[config.mk]
export PLATFORM = sky130hd
export DESIGN_NAME = nn_wb_ctrl_flat
export DESIGN_NICKNAME = d
export VERILOG_FILES = /design/src/rtl/nn_wb_ctrl_if.sv /design/src/rtl/nn_wb_ctrl.sv /design/src/flat_wrapper.sv
export SDC_FILE = /design/constraint.sdc
export NUM_CORES = 1
export LEC_CHECK = 0
export ABC_AREA = 0
export CAP_MARGIN = 15
export CORE_ASPECT_RATIO = 1.5
export CORE_MARGIN = 2
export CORE_UTILIZATION = 40
export CTS_BUF_LIST = sky130_fd_sc_hd__clkbuf_16
export DETAILED_ROUTE_END_ITERATION = 7
export SYNTH_ARGS = -nofsm -noshare
export SYNTH_HDL_FRONTEND = slang
export SYNTH_SLANG_ARGS = --single-unit
[constraint.sdc]
create_clock -name clk -period 3.75 [get_ports clk]
set_clock_uncertainty 0.1 [all_clocks]
set_input_delay 0.75 -clock clk [delete_from_list [all_inputs] [get_ports clk]]
set_output_delay 0.75 -clock clk [all_outputs]
set_load 0.05 [all_outputs]
[src/rtl/nn_wb_ctrl_if.sv]
// Register-bus signals between a Wishbone-style master and the NN core front-end.
interface nn_wb_ctrl_if;
  logic [31:0] wbs_adr_i;
  logic [31:0] wbs_dat_i;
  logic        wren;
  logic        rden;
  logic        wbs_ack_o;
  logic [31:0] wbs_dat_o;

  modport master (output wbs_adr_i, wbs_dat_i, wren, rden,
                  input  wbs_ack_o, wbs_dat_o);
  modport slave  (input  wbs_adr_i, wbs_dat_i, wren, rden,
                  output wbs_ack_o, wbs_dat_o);
endinterface

[src/rtl/nn_wb_ctrl.sv]
// Bus front-end and run sequencer for the NN core: operand/control registers,
// launch FSM with timeout, result FIFO, latency capture and interrupt.
//
//  state  | meaning
//  IDLE   | waiting for a start request
//  FIRE   | one-cycle launch strobe to the core
//  WAIT   | counting cycles until a core result or timeout
module nn_wb_ctrl #(
  parameter int          N_IN       = 2,
  parameter int          FIFO_DEPTH = 4,
  parameter int          TIMEOUT    = 255,
  parameter logic [31:0] BASE_ADDR  = 32'h3000_0000
) (
  input  logic               clk,
  input  logic               rst_l,
  nn_wb_ctrl_if.slave        bus,
  input  logic               in_valid_user,
  output logic [32*N_IN-1:0] op_o,
  output logic [2:0]         round_mode_o,
  output logic               core_in_valid_o,
  input  logic               core_out_valid_i,
  input  logic [31:0]        core_result_i,
  output logic               irq_o
);
  localparam int AW = (FIFO_DEPTH > 1) ? $clog2(FIFO_DEPTH) : 1;
  localparam int CW = AW + 1;

  typedef enum logic [1:0] {S_IDLE, S_FIRE, S_WAIT} state_t;

  state_t          r_state, w_state_nx;
  logic [31:0]     r_op [N_IN];
  logic [2:0]      r_round;
  logic            r_irq_en;
  logic            r_ovf, r_tmo, r_rej;
  logic [15:0]     r_cnt, r_lat;
  logic [31:0]     r_mem [FIFO_DEPTH];
  logic [AW-1:0]   r_wp, r_rp;
  logic [CW-1:0]   r_count;
  logic            r_ack;
  logic [31:0]     r_rdata;

  logic [7:0]  w_off;
  logic        w_in_win, w_wr, w_rd, w_busy, w_start, w_rej;
  logic        w_empty, w_full, w_pop, w_push_req, w_push, w_ovf, w_timeout;
  logic [31:0] w_rdata, w_status;

  assign w_in_win   = (bus.wbs_adr_i[31:8] == BASE_ADDR[31:8]);
  assign w_off      = bus.wbs_adr_i[7:0];
  assign w_wr       = bus.wren & w_in_win;
  assign w_rd       = bus.rden & ~bus.wren & w_in_win;
  assign w_busy     = (r_state != S_IDLE);
  assign w_start    = in_valid_user | (w_wr & (w_off == 8'h40) & bus.wbs_dat_i[0]);
  assign w_rej      = w_start & w_busy;
  assign w_empty    = (r_count == '0);
  assign w_full     = (r_count == CW'(FIFO_DEPTH));
  assign w_pop      = w_rd & (w_off == 8'h48) & ~w_empty;
  assign w_push_req = (r_state == S_WAIT) & core_out_valid_i;
  // A pop in the same cycle frees the slot, so a full FIFO still accepts the push.
  assign w_push     = w_push_req & (~w_full | w_pop);
  assign w_ovf      = w_push_req & w_full & ~w_pop;
  assign w_timeout  = (r_state == S_WAIT) & ~core_out_valid_i & (r_cnt == 16'(TIMEOUT));

  always_ff @(posedge clk or negedge rst_l) begin
    if (!rst_l) r_state <= S_IDLE;
    else        r_state <= w_state_nx;
  end

  always_comb begin
    w_state_nx      = r_state;
    core_in_valid_o = 1'b0;
    unique case (r_state)
      S_IDLE: if (w_start) w_state_nx = S_FIRE;
      S_FIRE: begin
        core_in_valid_o = 1'b1;
        w_state_nx      = S_WAIT;
      end
      S_WAIT: if (core_out_valid_i || w_timeout) w_state_nx = S_IDLE;
      default: w_state_nx = S_IDLE;
    endcase
  end

  always_ff @(posedge clk or negedge rst_l) begin
    if (!rst_l) begin
      r_cnt <= '0;
      r_lat <= '0;
    end else begin
      // First WAIT cycle counts as 1 so LAT equals cycles since FIRE.
      if (r_state == S_FIRE)      r_cnt <= 16'd1;
      else if (r_state == S_WAIT) r_cnt <= r_cnt + 16'd1;
      else                        r_cnt <= '0;
      if (w_push_req) r_lat <= r_cnt;
    end
  end

  always_ff @(posedge clk or negedge rst_l) begin
    if (!rst_l) begin
      for (int i = 0; i < N_IN; i++) r_op[i] <= '0;
      r_round  <= '0;
      r_irq_en <= 1'b0;
      r_ovf    <= 1'b0;
      r_tmo    <= 1'b0;
      r_rej    <= 1'b0;
    end else begin
      for (int i = 0; i < N_IN; i++)
        if (w_wr && !w_busy && (w_off == 8'(4*i))) r_op[i] <= bus.wbs_dat_i;
      if (w_wr && (w_off == 8'h40)) begin
        r_irq_en <= bus.wbs_dat_i[4];
        if (!w_busy) r_round <= bus.wbs_dat_i[3:1];
      end
      r_ovf <= w_ovf     | (r_ovf & ~(w_wr & (w_off == 8'h44) & bus.wbs_dat_i[3]));
      r_tmo <= w_timeout | (r_tmo & ~(w_wr & (w_off == 8'h44) & bus.wbs_dat_i[4]));
      r_rej <= w_rej     | (r_rej & ~(w_wr & (w_off == 8'h44) & bus.wbs_dat_i[5]));
    end
  end

  always_ff @(posedge clk or negedge rst_l) begin
    if (!rst_l) begin
      r_wp    <= '0;
      r_rp    <= '0;
      r_count <= '0;
    end else begin
      if (w_push) r_wp <= r_wp + AW'(1);
      if (w_pop)  r_rp <= r_rp + AW'(1);
      r_count <= r_count + CW'(w_push) - CW'(w_pop);
    end
  end

  always_ff @(posedge clk) begin
    if (w_push) r_mem[r_wp] <= core_result_i;
  end

  assign w_status = {19'b0, 5'(r_count), 2'b0, r_rej, r_tmo, r_ovf, w_full, w_empty, w_busy};

  always_comb begin
    w_rdata = '0;
    case (w_off)
      8'h40:   w_rdata = {27'b0, r_irq_en, r_round, 1'b0};
      8'h44:   w_rdata = w_status;
      8'h48:   w_rdata = w_empty ? 32'h0 : r_mem[r_rp];
      8'h4C:   w_rdata = {16'b0, r_lat};
      default: begin
        for (int i = 0; i < N_IN; i++)
          if (w_off == 8'(4*i)) w_rdata = r_op[i];
      end
    endcase
  end

  always_ff @(posedge clk or negedge rst_l) begin
    if (!rst_l) begin
      r_ack   <= 1'b0;
      r_rdata <= '0;
    end else begin
      r_ack   <= w_wr | w_rd;
      r_rdata <= w_rd ? w_rdata : 32'h0;
    end
  end

  assign bus.wbs_ack_o = r_ack;
  assign bus.wbs_dat_o = r_rdata;

  for (genvar g = 0; g < N_IN; g++) begin : g_op
    assign op_o[32*g +: 32] = r_op[g];
  end

  assign round_mode_o = r_round;
  assign irq_o        = r_irq_en & (~w_empty | r_tmo | r_ovf);
endmodule
[src/flat_wrapper.sv]
// flat-port wrapper written by rule: the top's interface ports become plain ports
module nn_wb_ctrl_flat 
#(
  parameter int          N_IN       = 2,
  parameter int          FIFO_DEPTH = 4,
  parameter int          TIMEOUT    = 255,
  parameter logic [31:0] BASE_ADDR  = 32'h3000_0000
)
  (clk, rst_l, in_valid_user, op_o, round_mode_o, core_in_valid_o, core_out_valid_i, core_result_i, irq_o, bus_wbs_adr_i, bus_wbs_dat_i, bus_wren, bus_rden, bus_wbs_ack_o, bus_wbs_dat_o);
  nn_wb_ctrl_if bus_i ();
  input  logic clk;
  input  logic rst_l;
  input  logic in_valid_user;
  output logic [32*N_IN-1:0] op_o;
  output logic [2:0] round_mode_o;
  output logic core_in_valid_o;
  input  logic core_out_valid_i;
  input  logic [31:0] core_result_i;
  output logic irq_o;
  input wire logic [$bits(bus_i.wbs_adr_i)-1:0] bus_wbs_adr_i;
  input wire logic [$bits(bus_i.wbs_dat_i)-1:0] bus_wbs_dat_i;
  input wire logic [$bits(bus_i.wren)-1:0] bus_wren;
  input wire logic [$bits(bus_i.rden)-1:0] bus_rden;
  output wire logic [$bits(bus_i.wbs_ack_o)-1:0] bus_wbs_ack_o;
  output wire logic [$bits(bus_i.wbs_dat_o)-1:0] bus_wbs_dat_o;
  assign bus_i.wbs_adr_i = bus_wbs_adr_i;
  assign bus_i.wbs_dat_i = bus_wbs_dat_i;
  assign bus_i.wren = bus_wren;
  assign bus_i.rden = bus_rden;
  assign bus_wbs_ack_o = bus_i.wbs_ack_o;
  assign bus_wbs_dat_o = bus_i.wbs_dat_o;
  nn_wb_ctrl #(.N_IN(N_IN), .FIFO_DEPTH(FIFO_DEPTH), .TIMEOUT(TIMEOUT), .BASE_ADDR(BASE_ADDR)) u_core (.clk(clk), .rst_l(rst_l), .bus(bus_i), .in_valid_user(in_valid_user), .op_o(op_o), .round_mode_o(round_mode_o), .core_in_valid_o(core_in_valid_o), .core_out_valid_i(core_out_valid_i), .core_result_i(core_result_i), .irq_o(irq_o));
endmodule
Yosys cells after proc, flatten, opt, wreduce, memory -nomap -nowiden
Memory sizes are Yosys's and may differ from the RTL's.
Cells that the tools add are included.
- $add $sub $neg: 5
- equal/unequal tests: 12
- mux-type cells: 13
- bitwise logic cells: 39
- reductions and logical operators: 12
- operators by type and width (operator ; number):
    32-bit 2-to-1 mux ; 4
    32-bit one-hot mux with 4 select lines ; 1
    8-bit by 7-bit equality test with 1-bit output (second input constant) ; 4
    16-bit 2-to-1 mux ; 2
    24-bit by 22-bit equality test with 1-bit output (second input constant) ; 1
    1-bit AND ; 22
    16-bit by 1-bit adder with 16-bit output (second input constant) ; 1
    16-bit by 8-bit equality test with 1-bit output (second input constant) ; 1
    1-bit inverter ; 9
    8-bit by 3-bit equality test with 1-bit output (second input constant) ; 1
    8-bit logical NOT ; 1
    1-bit bitwise OR ; 8
    2-bit one-hot mux with 3 select lines ; 1
    2-bit by 1-bit adder with 2-bit output (second input constant) ; 2
    1-bit logical AND ; 4
    2-bit 2-to-1 mux ; 2
    2-bit AND reduction ; 2
    3-bit by 1-bit adder with 3-bit output ; 1
    3-bit equality test (second input constant) ; 1
    3-bit logical NOT ; 1
    1-bit 2-to-1 mux ; 3
    3-bit by 1-bit subtractor with 3-bit output ; 1
    2-bit by 1-bit equality test with 1-bit output (second input constant) ; 1
    2-bit equality test (second input constant) ; 1
    other kinds (6) ; 6
- bits in registers: 145
- RAM bits: 128
- input port bits: 102
- memories: 1
- memories (memory ; depth ; bits a word ; read ports ; clocked after Yosys merged registers in ; wr ports ; RTL line ; text):
    u_core.r_mem ; 4 ; 32 ; 1 ; 0 ; 1 ; nn_wb_ctrl.sv:36 ; logic [31:0] r_mem [FIFO_DEPTH];

Longest topological paths before layout
Gate-level depths: netlist of run 1.
- depth after elaboration: 9
- depth in mapped cells: 10

Worst setup path before layout of run 1
Ideal clock, no wire load.
- path kind: input to register
- start point: input port bus_wbs_adr_i[25]
- end point: memory u_core.r_mem[0][0] (enable)
- library setup time: 0.392 ns
- arrival time: 2.971 ns
- required time: 3.258 ns
- path slack: 0.287 ns
- stages: 6
- path buffers: 1
- cell sequence: nor4b_1 nand4_1 or4_1 buf_2 a31oi_4 and2_1
- cells in the longest elaborated chain, start to end: 8
- RTL lines (what ; RTL line ; text):
    start, declared ; flat_wrapper.sv:20 ; input wire logic [$bits(bus_i.wbs_adr_i)-1:0] bus_wbs_adr_i;
    24-bit by 22-bit equality test with 1-bit output ; nn_wb_ctrl.sv:47 ; assign w_in_win = (bus.wbs_adr_i[31:8] == BASE_ADDR[31:8]);
    1-bit AND ; nn_wb_ctrl.sv:50 ; assign w_rd = bus.rden & ~bus.wren & w_in_win;
    1-bit AND (2 in a row) ; nn_wb_ctrl.sv:56 ; assign w_pop = w_rd & (w_off == 8'h48) & ~w_empty;
    1-bit bitwise OR ; nn_wb_ctrl.sv:59 ; assign w_push = w_push_req & (~w_full | w_pop);
    1-bit AND ; nn_wb_ctrl.sv:59 ;
    net u_core.w_push ; nn_wb_ctrl.sv:44 ; logic w_empty, w_full, w_pop, w_push_req, w_push, w_ovf, w_timeout;
    1-bit 2-to-1 mux ; nn_wb_ctrl.sv:129 ; if (w_push) r_mem[r_wp] <= core_result_i;
    1-bit 2-to-1 mux (implied by the code) ; nn_wb_ctrl.sv:129 ;
    end, declared ; nn_wb_ctrl.sv:36 ;
The timed path passes the listed nets, and every way through them passes these cells.

Final worst setup path of run 1
- start point: register u_core.r_count[0]
- end point: output port irq_o
- cells in the longest elaborated chain, start to end: 5
- RTL lines (what ; RTL line ; text):
    start, declared ; nn_wb_ctrl.sv:38 ; logic [CW-1:0] r_count;
    start signal, assigned ; nn_wb_ctrl.sv:124 ; r_count <= r_count + CW'(w_push) - CW'(w_pop);
    3-bit logical NOT ; nn_wb_ctrl.sv:54 ; assign w_empty = (r_count == '0);
    1-bit inverter ; nn_wb_ctrl.sv:166 ; assign irq_o = r_irq_en & (~w_empty | r_tmo | r_ovf);
    1-bit bitwise OR (2 in a row) ; nn_wb_ctrl.sv:166 ;
    1-bit AND ; nn_wb_ctrl.sv:166 ;
    end, declared ; flat_wrapper.sv:19 ; output logic irq_o;
Every way passes these cells.

==> results by group, run 1 <==
Power
  • Net switching power: 1530 uW
  • Share of total power in the clock network: 0.373
  • Sequential share of power: 0.535
  • Net Sw Frac: 0.2405
  • Power per cell area: roughly 450 nW/um2
  • Internal power consumption: 4833 uW
  • VDD IR-drop max: roughly 340 uV
  • Leakage power: between 0.005 and 0.006 uW
  • Proportion of power drawn by combinational gates: 0.092

Timing
  • Setup TNS Final: 0 ns
  • Worst slew slack as a fraction of its limit: 0.4444
  • Highest Clock Rate: between 0.3 and 0.4 GHz
  • Slack of the critical path: between 0.4 and 0.5 ns
  • Post-layout min period: between 3 and 4 ns
  • Period utilization: 0.8705
  • Number of max-slew violations in the final report: 0
  • Unrepaired setup endpoints after global routing: no
  • Final hold vios: 0
  • Final number of setup-violating endpoints: 0
  • Least-Margin Pin Slew: 0.8334 ns

Synth
  • Post-synthesis instance area: around 11,000 um2
  • Async set-or-reset flop fraction in the synthesized netlist: 0.5311
  • Area fraction of the dominant cell type after synthesis: 0.3526
  • Post-synthesis sequential area ratio: 0.6855
  • Number of distinct standard cells referenced by the synthesized netlist: 48
  • Post-synth top flop: dfrtp_1
  • Gate count of the mapped netlist: a little under 700
  • Total nets after synthesis: 796
  • Flip-flop and latch count after synthesis: roughly 270
  • Synth top area cells: edfxtp_1, dfrtp_1, mux2_2
  • Average size of a mapped cell: between 15 and 20 um2
  • Number of enable-type register cells in the synthesized netlist: around 130
  • Most area-hungry cell type in the Yosys netlist: edfxtp_1
  • Warning count from the yosys run: 0

Global route
  • Overflow left after global routing: 0
  • Vias in the first global route: between 7,000 and 8,000
  • Wire length of the first global-routing pass: roughly 44 mm
  • Initial antenna violation count: 0
  • Pin count of the biggest net entering global routing: 75
  • Total GRT Usage: 0.2001

Detailed routing
  • First DRT Iteration DRCs: a little under 500
  • Mean number of vias per cell: ~5.5
  • ANT nets after route: 0
  • DR WL/cell: around 23 um
  • DRT Wirelength: 29.23 mm
  • Via count: between 6,000 and 7,000
  • DRC: 0
  • DRT Pass-1 Iters: 5

Floorplanning
  • Height of the die: a little over 200 um
  • Floorplan row count: 74
  • Die width: approximately 140 um
  • Total core area: approximately 27,000 um2
  • Floorplan die area: between 20,000 and 30,000 um2
  • Initial core utilization: 0.4032
  • IO Pins: between 200 and 250

Placed design
  • Count of buffers from port buffering: slightly above 200
  • Total instance count after detailed placement: roughly 1,200
  • Weighted congestion reported at the end of routability-driven placement: ~0.8
  • Detailed-placement wirelength estimate: ~21 mm
  • Worst setup slack before clock tree synthesis: between 0.07 and 0.08 ns

Critical path
  • Crit start category: flip-flop
  • Data required time at the worst endpoint: approximately 2.9 ns
  • Critical path endpoint category: output pin
  • Crit path kind: flip-flop to output pin
  • Highest fanout seen on the critical path: 6
  • Worst Path Arrival: approximately 2.4 ns

Clock tree
  • Post-CTS Resized: 0
  • H-Tree Depth: 1
  • CTS max path bufs: 3
  • Root buffer selected by CTS: clkbuf_16
  • Clock sink count: 273
  • CTS tree: yes
  • Hold_buf cts: 0
  • Clock latency on the worst-skew pair: between 0.5 and 0.6 ns
  • Post-CTS Setup Bufs: 0
  • Clock-pin transition on the worst setup and hold timing paths: roughly 0.060 ns
  • Clock buffer count from CTS: 26

Cells and area
  • Final-layout fill cell count: between 2,000 and 2,500
  • Antenna cells: 0
  • Layout Nets: slightly above 1,000
  • Final std cells w/o fill: 1,270
  • Share of layout cells above drive strength 1: 0.1940
  • Area growth from synthesis to layout: 30.84%

Flow run
  • Max-capacitance violation count: 0

Min path
  • Hold WC Path Type: primary input to async pin

Status
  • Outcome: complete, no violations
[worst max-delay path, stage by stage, from the launching register on]
cell,delay [ns]
dfrtp_1,0.44
or3_1,0.46
o31a_1,0.27
clkdlybuf4s50_1,0.71
[flip-flops by register name, indices dropped and copies added, names as in the netlist, 3 cells and up]
name and flops:
u_core.bus.wbs_dat_o 32, u_core.op_o 64, u_core.r_cnt 16, u_core.r_count 3, u_core.r_mem 128, u_core.r_lat 16, u_core.round_mode_o 3
[kinds of logic (layout without fill, tap and decap cells)]
| kind of cell | after synthesis | in the layout | synth area share |
|---|---|---|---|
| DFF | 273 | 273 | 0.6855 |
| and+or+nand+nor | 161 | 161 | 0.07358 |
| muxes | 101 | 101 | 0.1377 |
| AOI/OAI and AO/OA | 78 | 78 | 0.06107 |
| buffers and inverters | 51 | 292 | 0.02055 |
| xor gates and xnor gates | 16 | 16 | 0.01286 |
| adders and majority gates | 7 | 7 | 0.008723 |
[metrics by stage]
| stage | cell area, um2 | util | hold slack (ns) | power (uW) |
|---|---|---|---|---|
| floorplan | 10900 | - | 0.3447 | 3723 |
| global placement | 13500 | 0.4993 | 0.3628 | 4046 |
| detailed placement | 13500 | 0.4993 | 0.3667 | 4060 |
| CTS | 14260 | 0.5275 | 0.1839 | 6444 |
| global route | 14260 | 0.5275 | 0.1919 | 6608 |
| finish | 14260 | 0.5275 | 0.1465 | 6363 |
[cell usage in the layout (no fill, tap or decap), types with 6 or more instances in the layout]
cell type        instances
clkdlybuf4s50_1        202
dfrtp_1                144
edfxtp_1               128
mux2_2                  67
nand2_1                 57
nor2_1                  32
mux4_2                  32
buf_4                   29
clkbuf_16               26
a222oi_1                25
a221oi_1                23
inv_1                   12
nor3_1                  12
and2_1                  10
nand3_1                 10
a211oi_1                 9
nor4_1                   8
xnor2_1                  8
xor2_1                   8
nand4_1                  7
a21oi_1                  7
ha_1                     6
buf_12                   6
[synth_stat cells (6+ instances only)]
library cell / instances
a211oi_1: 9
nor2_1: 32
nand2_1: 57
xnor2_1: 8
xor2_1: 8
buf_4: 6
mux4_2: 32
a221oi_1: 23
buf_2: 6
nand4_1: 7
nor4_1: 8
ha_1: 6
clkbuf_1: 30
nor3_1: 12
a21oi_1: 7
and2_1: 10
edfxtp_1: 128
a222oi_1: 25
mux2_2: 67
inv_1: 6
dfrtp_1: 145
nand3_1: 10
[metal layers]
layer / up-vias / share of wire / global-route usage
met5: - / 0 / 0
met1: 3535 / 0.38 / 0.2408
li1: 3098 / - / -
met4: 0 / 0.028 / 0.06349
met2: 265 / 0.53 / 0.3673
met3: 42 / 0.059 / 0.03360
[power groups by stage]
| stage | clock (uW) | combinational [uW] | sequential [uW] |
|---|---|---|---|
| 6_report | 2370 | 586 | 3400 |
| 5_1_grt | 2540 | 646 | 3420 |
| 4_1_cts | 2440 | 600 | 3400 |
| 3_5_place_dp | 0 | 598 | 3460 |
| 3_3_place_gp | 0 | 590 | 3460 |
| 2_1_floorplan | 0 | 286 | 3440 |
[worst paths after layout]
| check | start | to | slack [ns] | cells past startpoint |
|---|---|---|---|---|
| max | u_core.r_count[0]$_DFF_PN0_ | irq_o | 0.49 | 3 |
| min | rst_l | u_core.r_cnt[12]$_DFF_PN0_ | 0.15 | 1 |
| max reg2reg | u_core.r_count[2]$_DFF_PN0_ | u_core.r_mem[0][27]$_DFFE_PP_ | 0.97 | 7 |
| min reg2reg | u_core.r_lat[14]$_DFFE_PN0P_ | u_core.r_lat[14]$_DFFE_PN0P_ | 0.38 | 2 |
| max in group asynchronous | rst_l | u_core.op_o[55]$_DFFE_PN0P_ | 2.53 | 2 |
| min in group clk | u_core.r_lat[14]$_DFFE_PN0P_ | u_core.r_lat[14]$_DFFE_PN0P_ | 0.38 | 2 |
[final cells by class]
class                      count  area, um2  share of cell area
clock buffer                  26      650.6             0.04562
clock inverter                22      112.6            0.007895
inverter                       6      22.52            0.001579
multi-input combinational    363       3204              0.2247
sequential                   273       7473              0.5240
tap                          342      427.9             0.03000
timing repair buffer         238       2371              0.1662
No activity file was read; power rests on OpenSTA's default activity.
==> run 2, diff against run 1 <==
CORE_MARGIN = unset   (was 2)
SLEW_MARGIN = 15   (was unset)
==> run 2 against run 1 <==
Net effect: combinational power shrank 2%; worst hold slack worse by 0.040 ns; sequential share of layout area increased by 0.23 points; register-to-register slack got worse by 0.12 ns; first-iteration DRC count shrank 7.6%; critical path depth did not move; non-clock buffer count fell by 12; largest cell class unchanged.
==> results by group, run 2 (same netlist as run 1, synthesis figures left out) <==
Placed design
  • Weighted congestion reported at the end of routability-driven placement: 0.9060 (+13%)
  • Count of buffers from port buffering: 203 (unchanged)
  • Detailed-placement wirelength estimate: 19.55 mm (-5.5%)
  • Worst setup slack before clock tree synthesis: 0.001164 ns (-0.07791 ns)

Critical path
  • Critical path endpoint category: output pin
  • Highest fanout seen on the critical path: 7 (+1)
  • Worst Path Arrival: 2.43 ns (+0.02 ns)
  • Crit start category: flip-flop
  • Crit path kind: flip-flop to output pin
  • Data required time at the worst endpoint: 2.90 ns (about the same)
  • FF-to-FF setup slack: 0.85 ns (-0.12 ns)

Cells and area
  • Area growth from synthesis to layout: 30.28%
  • Antenna cells: 0 (unchanged)
  • Top register by number of flip-flops: u_core.r_mem
  • Final-layout fill cell count: 2,198 (-3.3%)
  • Flip-flop count of the largest register, all copies and words added: 128 (unchanged)
  • Commonest cells after routing, fill and taps aside: clkdlybuf4s50_1, dfrtp_1, edfxtp_1, mux2_2, nand2_1
  • Leading cell type in the layout, fill and taps excluded: clkdlybuf4s50_1
  • Share of layout cells above drive strength 1: 0.1823 (-0.01165)
  • Core utilization of the finished layout: 0.5325 (+0.004928)
  • Layout Nets: 1,005 (-1.2%)

Floorplanning
  • Initial core utilization: 0.4087 (+0.005523)
  • Floorplan row count: 73 (-1.4%)
  • Total core area: 26,670 um2 (-1.4%)
  • IO Pins: 204 (unchanged)
  • Die width: 136.8 um (-1.4%)
  • Floorplan die area: 27,930 um2 (-2.4%)
  • Height of the die: 204.2 um (-0.97%)

Flow run
  • Max-capacitance violation count: 0 (unchanged)

Timing
  • Unrepaired setup endpoints after global routing: no
  • Number of max-slew violations in the final report: 0 (unchanged)
  • Setup TNS Final: 0 ns (unchanged)
  • Slack of the critical path: 0.4680 ns (-0.01766 ns)
  • Highest Clock Rate: 0.3047 GHz (-0.54%)
  • Final hold vios: 0 (unchanged)
  • Post-layout min period: 3.282 ns (+0.01766 ns)
  • Final number of setup-violating endpoints: 0 (unchanged)
  • Worst slew slack as a fraction of its limit: 0.4003 (-0.04406)
  • Least-Margin Pin Slew: 0.8995 ns (+0.06609 ns)
  • Period utilization: 0.8752 (+0.004709)

Clock tree
  • H-Tree Depth: 1 (unchanged)
  • CTS max path bufs: 3 (unchanged)
  • Clock buffer count from CTS: 26 (unchanged)
  • CTS tree: yes
  • Clock latency on the worst-skew pair: 0.53 ns (about the same)
  • Clock sink count: 273 (unchanged)
  • Hold_buf cts: 0 (unchanged)
  • Clock-pin transition on the worst setup and hold timing paths: 0.06 ns (about the same)
  • Post-CTS Setup Bufs: 0 (unchanged)
  • Root buffer selected by CTS: clkbuf_16
  • Post-CTS Resized: 0 (unchanged)

Global route
  • Initial antenna violation count: 0 (unchanged)
  • Vias in the first global route: 7,422 (+0.51%)
  • Overflow left after global routing: 0 (unchanged)
  • Wire length of the first global-routing pass: 42.66 mm (-2.3%)
  • Total GRT Usage: 0.2065 (+0.006366)
  • Pin count of the biggest net entering global routing: 65 (-13%)

Power
  • VDD IR-drop max: 356.9 uV (+3.6%)
  • Sequential share of power: 0.532 (-0.003)
  • Power per cell area: 450.5 nW/um2 (+0.98%)
  • Net switching power: 1504 uW (-1.7%)
  • Proportion of power drawn by combinational gates: 0.089 (-0.003)
  • Leakage power: 0.005444 uW (-1.2%)
  • Internal power consumption: 4894 uW (+1.3%)
  • Share of total power in the clock network: 0.378 (+0.005)
  • Net Sw Frac: 0.2351 (-0.005416)

Detailed routing
  • DRC: 0 (unchanged)
  • DRT Pass-1 Iters: 6 (+1)
  • ANT nets after route: 0 (unchanged)
  • DRT Wirelength: 28.36 mm (-2.9%)
  • Mean number of vias per cell: 5.534 (+1.3%)
  • Via count: 6,934 (-0.086%)
  • First DRT Iteration DRCs: 452 (-7.6%)
  • DR WL/cell: 22.64 um (-1.6%)

Min path
  • Hold WC Path Type: primary input to async pin

Status
  • Outcome: complete, no violations
[run 2: layout make-up]
type                    instances  area, um2  area share
clock buffers                  26      650.6     0.04582
clock inverters                22      135.1    0.009515
inverters                       6      22.52    0.001586
well taps                     337      421.7     0.02969
flip-flops and latches        273       7473      0.5263
multi-input cells             363       3204      0.2256
repair buffers                226       2293      0.1615
[run 2: routing by layer]
metal	routed length [um]	part of all wire	GRT usage
met5	0	0	0
met4	868	0.031	0.06986
met3	1695	0.060	0.03051
met2	14920	0.53	0.3695
met1	10880	0.38	0.2518
[run 2: power by group through the flow]
stage                     clock network [uW]  logic (uW)  registers, uW
final                                   2420         572           3410
after detailed placement                   0         583           3460
after CTS                               2470         583           3410
after global placement                     0         558           3450
after global routing                    2600         631           3420
after floorplan                            0         286           3440
[run 2: final timing paths]
path                       cells after the start                      endpoint                    startpoint
setup / recovery                               3                         irq_o   u_core.r_count[2]$_DFF_PN0_
hold / removal                                 1   u_core.op_o[11]$_DFFE_PN0P_                         rst_l
setup reg to reg                               7   u_core.r_count[2]$_DFF_PN0_   u_core.r_count[2]$_DFF_PN0_
hold reg to reg                                2  u_core.r_lat[15]$_DFFE_PN0P_  u_core.r_lat[15]$_DFFE_PN0P_
max in group asynchronous                      2  u_core.r_lat[10]$_DFFE_PN0P_                         rst_l
min in group clk                               2  u_core.r_lat[15]$_DFFE_PN0P_  u_core.r_lat[15]$_DFFE_PN0P_
[run 2: critical path: stages (launching register included)]
cell and delay (ns):
dfrtp_1 0.49, or3_1 0.43, o31a_1 0.26, clkdlybuf4s50_1 0.72
[run 2: through the flow]
step	hold WS, ns	cell area [um2]	std cells	total power (uW)
2_1_floorplan	0.3447	10900	687	3723
3_3_place_gp	0.3674	13420	1205	4012
3_5_place_dp	0.3647	13420	1205	4048
4_1_cts	0.1178	14200	1253	6458
5_1_grt	0.1407	14200	1253	6652
6_report	0.1068	14200	1253	6398
==> run 3, diff against run 2 <==
CORE_MARGIN = 2   (was unset)
==> results of run 3 <==
The final DEF is identical to that of run 1; final timing and power are the same.
==> RTL edit 1 (config.mk and constraints of run 2) <==
`N_IN` is set to 2 in 2 places; all go to 4.
--- a/src/rtl/nn_wb_ctrl.sv
+++ b/src/rtl/nn_wb_ctrl.sv
@@ -6,7 +6,7 @@
 //  FIRE   | one-cycle launch strobe to the core
 //  WAIT   | counting cycles until a core result or timeout
 module nn_wb_ctrl #(
-  parameter int          N_IN       = 2,
+  parameter int          N_IN       = 4,
   parameter int          FIFO_DEPTH = 4,
   parameter int          TIMEOUT    = 255,
   parameter logic [31:0] BASE_ADDR  = 32'h3000_0000
--- a/src/flat_wrapper.sv
+++ b/src/flat_wrapper.sv
@@ -1,7 +1,7 @@
 // flat-port wrapper written by rule: the top's interface ports become plain ports
 module nn_wb_ctrl_flat 
 #(
-  parameter int          N_IN       = 2,
+  parameter int          N_IN       = 4,
   parameter int          FIFO_DEPTH = 4,
   parameter int          TIMEOUT    = 255,
   parameter logic [31:0] BASE_ADDR  = 32'h3000_0000
Ports: changed (resized op_o); port bits go from 204 to 268. The function was not compared with the original's and may differ.
==> RTL edit 1 against run 2 <==
Sequential share of layout area is 4.0 points lower; area after synthesis grew 29%; setup slack better by 0.022 ns; sequential power is 20% higher; sequential cell count grew 64; the flow now finishes with violations (DRC); routed wire length rose by 40%; total power increased by 23%; cell area is 32% higher; hold slack gained 0.032 ns.
==> RTL edit 1: results <==
{
  "status": "complete, but fails checks",
  "violations": "DRC",
  "netlist_top_cells_count": "209 x dfrtp_1, 128 x edfxtp_1, 126 x mux2_2, 80 x nand2_1, 38 x a221oi_1",
  "dp_hpwl_mm": 28.1,
  "drcViolationCount": 3,
  "avgViaCountPerCell": 5.48,
  "nNetsFinal": 1326,
  "grt_use_total_pct": 22.4,
  "grt_pass1_vias": 9790,
  "n_fill_cell": 2950,
  "synthXorXnorAreaFrac_pct": 0.808,
  "ys_top_cells_by_area": "dfrtp_1 37%, edfxtp_1 27%, mux2_2 10%",
  "vdd_ir_drop_max_v": 0.000388,
  "synth_compound_area_share_pct": 8.12,
  "ff2ff_setup_slack_ns": 1.05,
  "ff_latch_area_mm2": 0.00907,
  "max_slew_margin_pct": 48.6,
  "worstPathArrival_ns": 2.41,
  "place.gp.congestion": 0.857,
  "wire_per_inst_um": 23.3,
  "syn_to_final_growth_pct": 32.6,
  "antenna_found_initial": 4,
  "synth_fp_nets": 1028,
  "grt_util_met2_pct": 40.1,
  "synth_fa_ha_area_share_pct": 0.675,
  "crit_fanout": 5,
  "ys_seq_area_share_pct": 64.4,
  "layout-drive-gt1-share_pct": 23.0,
  "numCtsBuffers": 34,
  "grt_use_met1_pct": 27.1,
  "wl_met1_mm": 15.6,
  "synth_mux_area_share_pct": 15.8,
  "htreeDepth": 2,
  "drt_iter0_drc": 618,
  "wl_met3_mm": 1.84,
  "globalRouteMet3Util_pct": 3.62,
  "seq_cell_count": 337,
  "power_leakage_nw": 7.46,
  "n_all_buffers": 326,
  "wl_met2_mm": 21.0,
  "syn-mean-instance-area_um2": 15.3,
  "worstRegToRegCells": 8,
  "firstDrtPassIters": 8,
  "synth_cell_types": 59,
  "grt_max_degree": 76,
  "clockBufferCount": 37,
  "final-clk-cell-share_pct": 5.43,
  "bufAreaShareNonClock_pct": 17.4
}
[RTL edit 1: cell types whose count changed in the layout (fill, tap and decap cells not counted), moves of 16 or more]
cell | run 2 | this run
a21oi_1 | 7 | 26
a22o_1 | 0 | 16
a22oi_1 | 0 | 16
buf_4 | 16 | 49
clkdlybuf4s50_1 | 202 | 266
dfrtp_1 | 144 | 208
mux2_2 | 67 | 126
nand2_1 | 57 | 80
nor2_1 | 32 | 14
[RTL edit 1: stage by stage]
step / util, % / hold slack [ns] / worst slack [ns] / std cells
after floorplan: - / 0.345 / -0.389 / 919
after global placement: 51.2 / 0.361 / 0.0542 / 1648
after detailed placement: 51.2 / 0.368 / 0.0403 / 1648
after CTS: 54.2 / 0.163 / 0.491 / 1706
after global routing: 54.2 / 0.195 / 0.364 / 1706
final: 54.2 / 0.139 / 0.490 / 1706
[RTL edit 1: where the power goes]
group	switching (mW)	leakage [nW]	internal, mW
logic	0.402	2.87	0.283
registers	0.0967	4.05	4.00
clock network	1.35	0.546	1.76
total	1.85	7.46	6.04
==> RTL edit 2 (config.mk and constraints of run 2) <==
Made on the original files. Re-encode `state_t` (3 states) as one-hot, 3 bits wide.
--- a/src/rtl/nn_wb_ctrl.sv
+++ b/src/rtl/nn_wb_ctrl.sv
@@ -25,7 +25,7 @@
   localparam int AW = (FIFO_DEPTH > 1) ? $clog2(FIFO_DEPTH) : 1;
   localparam int CW = AW + 1;
 
-  typedef enum logic [1:0] {S_IDLE, S_FIRE, S_WAIT} state_t;
+  typedef enum logic [2:0] {S_IDLE = 3'b001, S_FIRE = 3'b010, S_WAIT = 3'b100} state_t;
 
   state_t          r_state, w_state_nx;
   logic [31:0]     r_op [N_IN];
Function: no difference found for any inputs over 4 cycles, from zero or initial values and one cycle with rst_l low; so few cycles prove little.
==> RTL edit 2 against run 2 <==
Total power increased by 0.23%; setup slack gained 0.012 ns; area after synthesis rose by 3.9%; critical path depth is the same; cell area rose by 4.7%; sequential cell count grew 1; routed wire length grew 4.2%; critical endpoint unchanged; critical path type unchanged.
==> RTL edit 2: results <==
{
  "status": "completed",
  "grt_max_degree": 73,
  "r2r_start": "u_core.r_state[0]$_DFFE_PN1P_",
  "rr_endpoint": "u_core.op_o[33]$_DFFE_PN0P_",
  "grt_use_total_pct": 20.9,
  "power_leakage_nw": 5.80,
  "firstDrtPassIters": 5,
  "crit_fanout": 6,
  "ys_top_cells_by_area": "edfxtp_1 34%, dfrtp_1 32%, mux4_2 6.4%",
  "place.gp.congestion": 0.839,
  "ys_seq_area_share_pct": 66.2,
  "worstSkewPairLatency_ns": 0.55,
  "vdd_ir_drop_max_v": 0.000334,
  "finalNonFillerCells": 1327,
  "avgViaCountPerCell": 5.47,
  "syn-mean-instance-area_um2": 15.5,
  "max_slew_margin_pct": 50.6,
  "whs_ns": 0.113,
  "place_ws_ns": 0.276,
  "grt_pass1_wl_mm": 45.9,
  "netlist_top_cells_count": "145 x dfrtp_1, 128 x edfxtp_1, 72 x nand2_1, 60 x mux2_1, 38 x nor2_1",
  "finalCriticalPeriod_ns": 3.27,
  "async_flop_share_pct": 53.3,
  "n_fill_cell": 2302,
  "dp_hpwl_mm": 20.7
}
-- RTL edit 2: kinds of logic (layout without fill, tap and decap cells) --
logic type	count (synthesis)	after routing	share of synthesized area [%]
compound gates	90	90	6.43
xor+xnor	15	15	1.16
fa+ha+maj	7	7	0.840
buf+inv	55	304	2.56
flops	274	274	66.2
mux	101	101	13.3
simple gates	190	190	9.51
-- RTL edit 2: worst max path at each step --
stage                                start                            to  depth (start not counted)
4_1_cts        u_core.r_count[1]$_DFF_PN0_                         irq_o                          3
2_1_floorplan             bus_wbs_adr_i[5]  u_core.r_mem[0][0]$_DFFE_PP_                          5
3_3_place_gp              bus_wbs_adr_i[5]   u_core.r_count[2]$_DFF_PN0_                         10
3_5_place_dp              bus_wbs_adr_i[5]   u_core.r_count[2]$_DFF_PN0_                         10
5_1_grt        u_core.r_count[1]$_DFF_PN0_                         irq_o                          3
6_report       u_core.r_count[1]$_DFF_PN0_                         irq_o                          3
-- RTL edit 2: worst max-delay path, delay by kind of cell, from the launching register on --
kind                   cells  cell delay [ns]
AND/OR/NAND/NOR            1             0.44
buffers and inverters      1             0.71
flip-flops                 1             0.46
AO/OA/AOI/OAI              1             0.26
-- RTL edit 2: power breakdown --
group	switching (mW)	internal, mW	total, mW
clock network	1.14	1.52	2.66
registers	0.0620	3.21	3.27
logic	0.261	0.219	0.480
-- RTL edit 2: layer usage --
layer  vias up  wire length [um]  GRT usage, %
li1       3284                 -             -
met1      3688             11000          23.4
met2       229             15900          38.6
met3        63              1190          2.32
met4         0              1480          11.0
met5         -                 0             0
-- RTL edit 2: per-stage QoR --
stage                     total power [mW]  util, %  instance area, um^2  setup TNS (ns)
after global routing                  6.64     53.3                14900               0
final                                 6.41     53.3                14900               0
after detailed placement              3.82     50.2                14000               0
after CTS                             6.48     53.3                14900               0
after global placement                3.81     50.2                14000               0
after floorplan                       3.53        -                11300          -28.13
-- RTL edit 2: final cells by class --
cell class                      count  area share, %
Timing Repair Buffer              241           16.4
Sequential cell                   274           50.5
Clock inverter                     23           1.27
Tap cell                          346           2.91
Multi-Input combinational cell    403           24.1
Clock buffer                       27           4.55
Inverter                           13          0.328
